<file path="config.mk">
export PLATFORM = sky130hd
export DESIGN_NAME = temp_display_formatter_flat
export DESIGN_NICKNAME = d
export VERILOG_FILES = /design/src/rtl/temp_display_formatter_if.sv /design/src/rtl/temp_display_formatter.sv /design/src/flat_wrapper.sv
export SDC_FILE = /design/constraint.sdc
export NUM_CORES = 1
export LEC_CHECK = 0
export ABC_CLOCK_PERIOD_IN_PS = 2200
export CAP_MARGIN = 20
export CELL_PAD_IN_SITES_DETAIL_PLACEMENT = 0
export CELL_PAD_IN_SITES_GLOBAL_PLACEMENT = 1
export CORE_AREA = 2 2 88 90
export CTS_CLUSTER_DIAMETER = 50
export DETAILED_ROUTE_END_ITERATION = 10
export DIE_AREA = 0 0 90 92
export PLACE_DENSITY = 0.78
export SYNTH_ARGS = -nofsm -noshare
export SYNTH_HDL_FRONTEND = slang
export SYNTH_SLANG_ARGS = --single-unit
</file>
<file path="constraint.sdc">
create_clock -name clk -period 2.2 [get_ports clk]
set_input_delay 0.33 -clock clk [delete_from_list [all_inputs] [get_ports clk]]
set_output_delay 0.33 -clock clk [all_outputs]
set_load 0.01 [all_outputs]
</file>
<file path="src/rtl/temp_display_formatter_if.sv">
// LCD character-write bus between the temperature formatter and the LCD driver.
//   CharValid : character/address valid (formatter -> LCD)
//   CharReady : LCD accepts the character this cycle (LCD -> formatter)
//   CharData  : ASCII character code
//   CharAddr  : LCD column 0-31
interface temp_display_formatter_if;
    logic       CharValid;
    logic       CharReady;
    logic [7:0] CharData;
    logic [4:0] CharAddr;

    modport master (output CharValid, output CharData, output CharAddr, input CharReady);
    modport slave  (input CharValid, input CharData, input CharAddr, output CharReady);
endinterface

</file>
<file path="src/rtl/temp_display_formatter.sv">
// Takes an 8-bit temperature sample, runs it through the external binary-to-BCD
// converter and streams a five-character field (three digits, degree, unit) to
// the LCD character bus. Handles leading-zero blanking, '?' for non-decimal
// digits, '---' on converter timeout and a one-deep most-recent-wins buffer
// for samples arriving while busy.
// Ports:
//   clk, rst_n                 clock, synchronous active-low reset
//   TempValid, TempBinary      new-sample strobe and value
//   ConvStart, ConvBinary      converter start pulse and operand
//   ConvDone, ConvHundreds/Tens/Ones   converter done level and BCD result
//   char_if (master)           CharValid/CharReady/CharData/CharAddr
//   Busy, FrameDone, Timeout   status: not idle, frame complete pulse, timeout pulse
module temp_display_formatter #(
    parameter int unsigned START_COL     = 0,
    parameter bit          LEADING_BLANK = 1'b1,
    parameter logic [7:0]  UNIT_CHAR     = 8'h43,
    parameter logic [7:0]  DEG_CHAR      = 8'hDF,
    parameter int unsigned CONV_TIMEOUT  = 63
) (
    input  logic       clk,
    input  logic       rst_n,
    input  logic       TempValid,
    input  logic [7:0] TempBinary,
    output logic       ConvStart,
    output logic [7:0] ConvBinary,
    input  logic       ConvDone,
    input  logic [3:0] ConvHundreds,
    input  logic [3:0] ConvTens,
    input  logic [3:0] ConvOnes,
    temp_display_formatter_if.master char_if,
    output logic       Busy,
    output logic       FrameDone,
    output logic       Timeout
);

    localparam logic [4:0] COL0 = 5'(START_COL);
    localparam logic [7:0] TMO  = 8'(CONV_TIMEOUT);

    typedef enum logic [1:0] {IDLE, START, WAIT, SEND} state_t;

    state_t     state, state_nx;
    logic [7:0] cnt;
    logic [7:0] cnt_inc;
    logic [2:0] idx;
    logic [3:0] hun, ten, one;
    logic       inval;
    logic       pend;
    logic [7:0] pend_data;
    logic       hs, done_ok, tmo, last_hs;
    logic       blank_h, blank_t;
    logic [7:0] char_data;
    logic [4:0] char_addr;

    function automatic logic [7:0] digit_char(input logic [3:0] d);
        return (d <= 4'd9) ? (8'h30 + {4'h0, d}) : 8'h3F;
    endfunction

    assign cnt_inc = cnt + 8'd1;

    always_ff @(posedge clk) begin
        if (!rst_n) state <= IDLE;
        else        state <= state_nx;
    end

    always_comb begin
        state_nx = state;
        done_ok  = 1'b0;
        tmo      = 1'b0;
        last_hs  = 1'b0;
        hs       = (state == SEND) && char_if.CharReady;
        case (state)
            IDLE:  if (TempValid) state_nx = START;
            START: state_nx = WAIT;
            WAIT: begin
                // done is still high from the previous conversion in the first
                // WAIT cycle, so it only counts once the counter has moved
                if (cnt != 8'd0 && ConvDone) begin
                    done_ok  = 1'b1;
                    state_nx = SEND;
                end else if (cnt_inc == TMO) begin
                    tmo      = 1'b1;
                    state_nx = SEND;
                end
            end
            SEND: begin
                if (hs && idx == 3'd4) begin
                    last_hs  = 1'b1;
                    state_nx = (pend || TempValid) ? START : IDLE;
                end
            end
            default: state_nx = IDLE;
        endcase
    end

    always_ff @(posedge clk) begin
        if (!rst_n) begin
            cnt        <= '0;
            idx        <= '0;
            hun        <= '0;
            ten        <= '0;
            one        <= '0;
            inval      <= 1'b0;
            pend       <= 1'b0;
            pend_data  <= '0;
            ConvBinary <= '0;
            FrameDone  <= 1'b0;
            Timeout    <= 1'b0;
        end else begin
            FrameDone <= last_hs;
            Timeout   <= tmo;
            case (state)
                IDLE:  if (TempValid) ConvBinary <= TempBinary;
                START: cnt <= '0;
                WAIT: begin
                    cnt <= cnt_inc;
                    if (done_ok) begin
                        hun   <= ConvHundreds;
                        ten   <= ConvTens;
                        one   <= ConvOnes;
                        inval <= 1'b0;
                        idx   <= '0;
                    end else if (tmo) begin
                        inval <= 1'b1;
                        idx   <= '0;
                    end
                end
                SEND: if (hs) idx <= last_hs ? 3'd0 : idx + 3'd1;
                default: ;
            endcase
            // A sample strobed on the closing handshake is newer than the
            // buffered one, so it is started directly.
            if (last_hs) begin
                pend <= 1'b0;
                if (TempValid)  ConvBinary <= TempBinary;
                else if (pend)  ConvBinary <= pend_data;
            end else if (TempValid && state != IDLE) begin
                pend      <= 1'b1;
                pend_data <= TempBinary;
            end
        end
    end

    always_comb begin
        blank_h   = LEADING_BLANK && !inval && (hun == 4'd0);
        blank_t   = blank_h && (ten == 4'd0);
        char_data = '0;
        char_addr = '0;
        if (state == SEND) begin
            char_addr = COL0 + {2'b00, idx};
            case (idx)
                3'd0:    char_data = inval ? 8'h2D : (blank_h ? 8'h20 : digit_char(hun));
                3'd1:    char_data = inval ? 8'h2D : (blank_t ? 8'h20 : digit_char(ten));
                3'd2:    char_data = inval ? 8'h2D : digit_char(one);
                3'd3:    char_data = DEG_CHAR;
                default: char_data = UNIT_CHAR;
            endcase
        end
    end

    assign ConvStart         = (state == START);
    assign Busy              = (state != IDLE);
    assign char_if.CharValid = (state == SEND);
    assign char_if.CharData  = char_data;
    assign char_if.CharAddr  = char_addr;

endmodule

</file>
<file path="src/flat_wrapper.sv">
// flat-port wrapper written by rule: the top's interface ports become plain ports
module temp_display_formatter_flat 
#(
    parameter int unsigned START_COL     = 0,
    parameter bit          LEADING_BLANK = 1'b1,
    parameter logic [7:0]  UNIT_CHAR     = 8'h43,
    parameter logic [7:0]  DEG_CHAR      = 8'hDF,
    parameter int unsigned CONV_TIMEOUT  = 63
)
  (clk, rst_n, TempValid, TempBinary, ConvStart, ConvBinary, ConvDone, ConvHundreds, ConvTens, ConvOnes, Busy, FrameDone, Timeout, char_if_CharValid, char_if_CharData, char_if_CharAddr, char_if_CharReady);
  temp_display_formatter_if char_if_i ();
  input  logic clk;
  input  logic rst_n;
  input  logic TempValid;
  input  logic [7:0] TempBinary;
  output logic ConvStart;
  output logic [7:0] ConvBinary;
  input  logic ConvDone;
  input  logic [3:0] ConvHundreds;
  input  logic [3:0] ConvTens;
  input  logic [3:0] ConvOnes;
  output logic Busy;
  output logic FrameDone;
  output logic Timeout;
  output wire logic [$bits(char_if_i.CharValid)-1:0] char_if_CharValid;
  output wire logic [$bits(char_if_i.CharData)-1:0] char_if_CharData;
  output wire logic [$bits(char_if_i.CharAddr)-1:0] char_if_CharAddr;
  input wire logic [$bits(char_if_i.CharReady)-1:0] char_if_CharReady;
  assign char_if_CharValid = char_if_i.CharValid;
  assign char_if_CharData = char_if_i.CharData;
  assign char_if_CharAddr = char_if_i.CharAddr;
  assign char_if_i.CharReady = char_if_CharReady;
  temp_display_formatter #(.START_COL(START_COL), .LEADING_BLANK(LEADING_BLANK), .UNIT_CHAR(UNIT_CHAR), .DEG_CHAR(DEG_CHAR), .CONV_TIMEOUT(CONV_TIMEOUT)) u_core (.clk(clk), .rst_n(rst_n), .TempValid(TempValid), .TempBinary(TempBinary), .ConvStart(ConvStart), .ConvBinary(ConvBinary), .ConvDone(ConvDone), .ConvHundreds(ConvHundreds), .ConvTens(ConvTens), .ConvOnes(ConvOnes), .char_if(char_if_i), .Busy(Busy), .FrameDone(FrameDone), .Timeout(Timeout));
endmodule
</file>
After elaboration in Yosys (flattened, before gate mapping)
Cells that the tools add are included. Widths: inputs -> output; s select.

Flip-flop bits (word level): 45. Bits in latches: 0. RAM bits: 0. Memory bits (read-only): 0. Input port bits: 25. Output and inout bits: 26. Word-level logic and storage cells: 95. Memories: 0.

$add $sub $neg: 5. Multipliers: 0. Divide/modulo/power cells: 0. Order comparisons: 3. Eq/ne operators: 13. Shifts and indexed selects: 0. Mux-type cells: 37. Bitwise operators: 2. Reductions and logical operators: 23.

Operator list (count): $mux 8 (14); $pmux 8 s4 (1); $add 6x4->7 const A (3); $pmux 8 s2 (1); $mux 3 (5); $le 4x4->1 const B (3); $mux 1 (10); $add 8x1->8 const B (1); $eq 8x6->1 const B (1); $logic_not 4->1 (2); $mux 2 (4); $pmux 2 s4 (1); $reduce_bool 2->1 (4); $reduce_bool 8->1 (1); $eq 3x2->1 const B (2); $logic_and 1x1->1 (6); $ne 3x1->1 const B (2); $pmux 3 s2 (1); $reduce_and 2->1 (3); $reduce_and 3->1 (2); $eq 2x2->1 const B (2); $ne 2x1->1 const B (2); $add 3x1->3 const B (1); $eq 3x1->1 const B (1); other kinds (9) (10).

Logic depth before layout (Yosys ltp)
Depth in word-level cells: 8. Mapped depth: 8. Depth with buffers taken out: 7.

Least setup slack after synthesis
Ideal clock, no wire load.

Kind: register to output. From: reg u_core.idx[0]. To: out char_if_CharData[2]. Arrival: 1.556 ns. Required time: 1.870 ns. Setup slack: 0.314 ns. Cell stages (with the launch flop): 8. Buffers on the path: 1. Path through: dfxtp_1 -> inv_1 -> ha_1 -> buf_4 -> nor3_1 -> nor3b_1 -> or2_2 -> o21a_1.

Longest elaborated chain between the ends: 3. Elaborated cells on any way between the ends: 6. Those cells by class: eq/ne: 3; mux: 2; reduce/logical: 1.

Ends and longest elaborated chain: from (decl) (RTL line temp_display_formatter.sv:44) `logic [2:0] idx;`; from (signal assigned) (RTL line temp_display_formatter.sv:127) `SEND: if (hs) idx <= last_hs ? 3'd0 : idx + 3'd1;`; $eq 3x2->1 (tied with other cells) (RTL line temp_display_formatter.sv:150) `case (idx)`; $pmux 8 s4 * (RTL line temp_display_formatter.sv:150); $mux 8 * (RTL line temp_display_formatter.sv:148) `if (state == SEND) begin`; to (decl) (RTL line flat_wrapper.sv:26) `output wire logic [$bits(char_if_i.CharData)-1:0] char_if_CharData;`.

Every way passes the cells marked *; elsewhere a longest branch is shown, timed or not.

Worst setup path in the final report
From: reg u_core.idx[0]. To: out char_if_CharData[3].

Same word-level chain as after synthesis.

==> results by stage <==
Status:
- The run finished with clean final reports.

Final layout:
- After filler insertion, the fill cell instance count of the layout stands at between 700 and 800.
- The net count reported at finish is 443.
- The ratio of cells with drive above 1 in the final layout is between 10% and 20%.
- The count of placed standard cells in the final layout, fillers left out is approximately 500.
- After routing the design area is ~3700 sq um.
- The number of antenna diodes in the final layout is 0.
- The synthesis-to-finish area growth is 32.23%.
- In the final layout, flip-flops and latches occupy around 900 sq um.
- In the final layout, the multi-input gates occupy 1758 sq um.

Drt:
- Before antenna repair, the detailed router went through 5 iterations.
- For this block, the initial DRC count from the detailed router was around 140.
- The number of nets still failing antenna checks after routing is 0.
- Summed over all layers, the routed wires come to slightly below 7 mm.
- The ratio of routed vias to standard cells is 5.242.
- The routed wire length per instance is 13.46 microns.
- The detailed router placed about 2.7k vias in this run.
- After detailed routing, the number of remaining DRC violations is 0.

Placement:
- Buffers placed on the I/O ports in this run total between 40 and 50.
- The weighted congestion reported at the end of routability-driven placement is about 0.85.
- OpenSTA, run right after detailed placement, puts the worst setup slack at -0.06470 ns.
- Summed over all nets, the half-perimeter wirelength after detailed placement is between 4 and 5 mm.
- In this run the cell area measured after placement is ~3500 sq um.
- The post-placement cell count is about 500.

Clock tree:
- The tree is rooted in a clkbuf_8.
- In this run, CTS created clock tree buffers numbering 5.
- After clock tree synthesis, the clock-pin slew on the worst setup and hold paths is about 0.09 ns.
- Counting along the longest clock path gives a buffer depth of 2.
- TritonCTS built the clock tree.
- The latest clock arrival within the worst-skew pair is approximately 0.3 ns.
- The number of hold buffers added after cts is 0.
- The clock net in this run drives a total of 45 sinks.
- The clock tree synthesis step divided the H-tree into 2 levels.

Synth:
- The instance count of the mapped netlist is roughly 340.
- The Yosys step of the flow raised 0 warnings.
- Among all flip-flop cells after synthesis, the most frequent one is dfxtp_1.
- Sequential elements use between 30% and 40% of the synthesized area.
- The fraction of registers with async set or reset after synthesis is 0%.
- In this run, synthesis inferred 0 flip-flops with an integrated enable.
- The number of different library cells used by synthesis comes to roughly 60.
- The per-instance average area after synthesis is 8.127 sq um.
- Summing every instance area after synthesis gives 2771 sq um.
- The synthesis-stage register bit count is 45.

Pwr:
- The static leakage power is between 0.001 and 0.0015 uW.
- Across the VDD grid, the largest voltage drop is 442.4 uV.
- Power spread over the standard cell area amounts to approximately 730 nW/um^2.
- The post-layout total power is around 2700 uW.

Critical path:
- Data on the critical path arrives at its endpoint at ~1.8 ns.
- STA classifies the critical path startpoint as a register.
- Counting cells, the worst reg-to-reg path comes to 9.
- Walking the worst path, the cells encountered are buf_4 -> ha_4 -> nor3_2 -> nor3b_2 -> or2_4 -> o21a_1 -> clkdlybuf4s15_2.
- The worst setup slack for register-to-register paths is approximately 0.19 ns.
- The critical path endpoint category is an output pin.
- On the critical path, the stage with the largest delay is an instance of dfxtp_4.
- The reg-to-reg endpoint is u_core.state[1].
- The startpoint identified for the worst register-to-register timing path is u_core.idx[0].
- The largest single stage delay on the critical path is about 0.36 ns.
- The setup path with the least slack is of type register to output pin.
- The last element of the critical path is char_if_CharData[3].
- The origin of the worst setup path is u_core.idx[0].
- The endpoint required time on the critical path is 1.87 ns.
- Along the worst path, the maximum fanout reaches 7.

Timing:
- The total negative slack for setup checks is 0 ns.
- Static timing analysis puts the maximum clock frequency at around 460 MHz.
- For the finished layout, the period the worst path requires is 2.160 ns.
- The part of the cycle the worst path needs is between 90% and 100%.
- Setup repair after global routing could not meet its margin everywhere.
- After layout, the worst setup slack is ~0.040 ns.
- The final hold violation count was 0.
- Setup violations remaining at the end of the flow were counted as 0.
- The max-slew violation count is 0.
- On the final layout, the worst clock skew is about 0.0093 ns.

Die:
- The site row count is 32.
- For this design the top-level I/O count stands at 51.
- The area of the core region is 7447 sq um.
- The die extent in x is 90 microns.
- The die covers slightly above 8000 sq um.
- The initial utilization of the core area, before any placement, comes to between 30 and 40%.
- The die is between 90 and 100 microns tall.

Global route:
- The overall overflow remaining after global route is 0.
- The aggregate global-route resource usage is approximately 17%.
- The initial antenna violation count is 0.
- The number of global-route vias before repair is ~2.5k.
- The first global-routing pass estimated about 12 mm of wire.
- Entering global routing, the biggest net connects 27 pins.

Run:
- The max-capacitance violation count is 0.

Min path:
- The path type of the worst min-delay path is register to register.
[cells in the final DEF (no fill, tap or decap), types with 2 or more instances in the layout]
master and instances:
clkdlybuf4s50_1 42, dfxtp_1 42, nand2_1 40, nor2_1 34
buf_4 34, mux2i_1 20, nand3_1 19, a21oi_1 14
inv_1 10, nor3_1 10, o21ai_0 9, a211oi_1 9
a311oi_1 8, a21o_1 7, o21a_1 7, ha_1 7
and2_1 6, nand4_1 5, clkbuf_8 5, a21oi_2 4
ha_2 4, buf_2 4, a211o_1 3, a222oi_1 3
nor2b_1 3, a32oi_1 3, o211ai_1 3, or3_4 2
nand3b_1 2, a31oi_1 2, nand2b_1 2, o32ai_1 2
a21boi_0 2, nor4_1 2, conb_1 2, dfxtp_4 2
[synthesized netlist by cell type, drive strengths merged (11+ instances only)]
| library cell | instances | area (sq um) |
|---|---|---|
| nand2 | 40 | 150.1 |
| a21oi | 18 | 101.4 |
| nand3 | 20 | 105.1 |
| inv | 11 | 41.29 |
| buf | 11 | 70.06 |
| mux2i | 20 | 200.2 |
| o21ai | 11 | 66.31 |
| nor2 | 34 | 127.6 |
| nor3 | 11 | 55.05 |
| ha | 12 | 150.1 |
| clkbuf | 14 | 52.55 |
| dfxtp | 45 | 900.9 |
[state kept, by name, summed over array words and instances (netlist names)]
name               flops
u_core.pend_data       8
u_core.ten             4
u_core.pend            1
u_core.one             4
u_core.Timeout         1
u_core.state           2
u_core.hun             4
u_core.cnt             8
u_core.inval           1
u_core.ConvBinary      8
u_core.idx             3
u_core.FrameDone       1
[critical path, delay by kind of cell (launching register included)]
kind	cells	cell delay, ns
flip-flops	1	0.36
buffers and inverters	2	0.36
AND/OR/NAND/NOR	3	0.54
AO/OA/AOI/OAI	1	0.10
adder cells (fa/ha/maj)	1	0.17
[layout make-up]
type,count,area share [%]
clock buffer,6,1.980
clock inverter,2,1.058
inverter,11,1.127
multi-input combinational,261,47.97
sequential,45,24.82
tap,102,3.482
timing repair buffer,82,19.56
[cells by family after synthesis]
group,Yosys count,synth area share (%)
AO/OA/AOI/OAI,87,23.79
adder cells (fa/ha/maj),12,5.417
buffers and inverters,36,5.914
flip-flops,45,32.51
multiplexers,20,7.223
other,1,0.1353
AND/OR/NAND/NOR,140,25.01
[metrics by stage]
step | hold WS (ns) | utilization (%)
6_report | 0.4596 | 49.21
4_1_cts | 0.4624 | 48.91
3_3_place_gp | 0.4425 | 47.01
3_5_place_dp | 0.4501 | 47.01
2_1_floorplan | 0.4360 | -
5_1_grt | 0.4751 | 49.21
[where the power goes]
part           total (uW)  switching [uW]  internal, uW
clock                 631             290           341
combinational        1100             598           502
sequential            950            54.2           895
[layer usage]
metal  share of wire, %  global-route usage [%]  wire [microns]  vias up
met3                4.6                   3.451             315        5
met4               0.80                   3.462              55        0
met5                  0                       0               0        -
met1                 49                   22.73            3349     1235
li1                   -                       -               -     1365
met2                 46                   28.07            3132       63
[worst min path at each step]
stage	from	to	slack (ns)	depth (start not counted)
global route	u_core.pend_data[2]	u_core.pend_data[2]	0.48	2
detailed placement	u_core.pend_data[2]	u_core.pend_data[2]	0.45	2
CTS	u_core.pend_data[2]	u_core.pend_data[2]	0.46	2
finish	u_core.pend_data[2]	u_core.pend_data[2]	0.46	2
global placement	u_core.pend_data[0]	u_core.pend_data[0]	0.44	2
floorplan	u_core.pend_data[0]	u_core.pend_data[0]	0.44	2
[what timing repair did]
item | CTS | global route
gates resized for setup | 32 | 7
setup endpoints to repair | 7 | 10
hold endpoints to repair | 0 | 0
buffers inserted | 2 | 0
pin swaps | 8 | 8
Note: power is estimated with default switching activity, not from simulation.
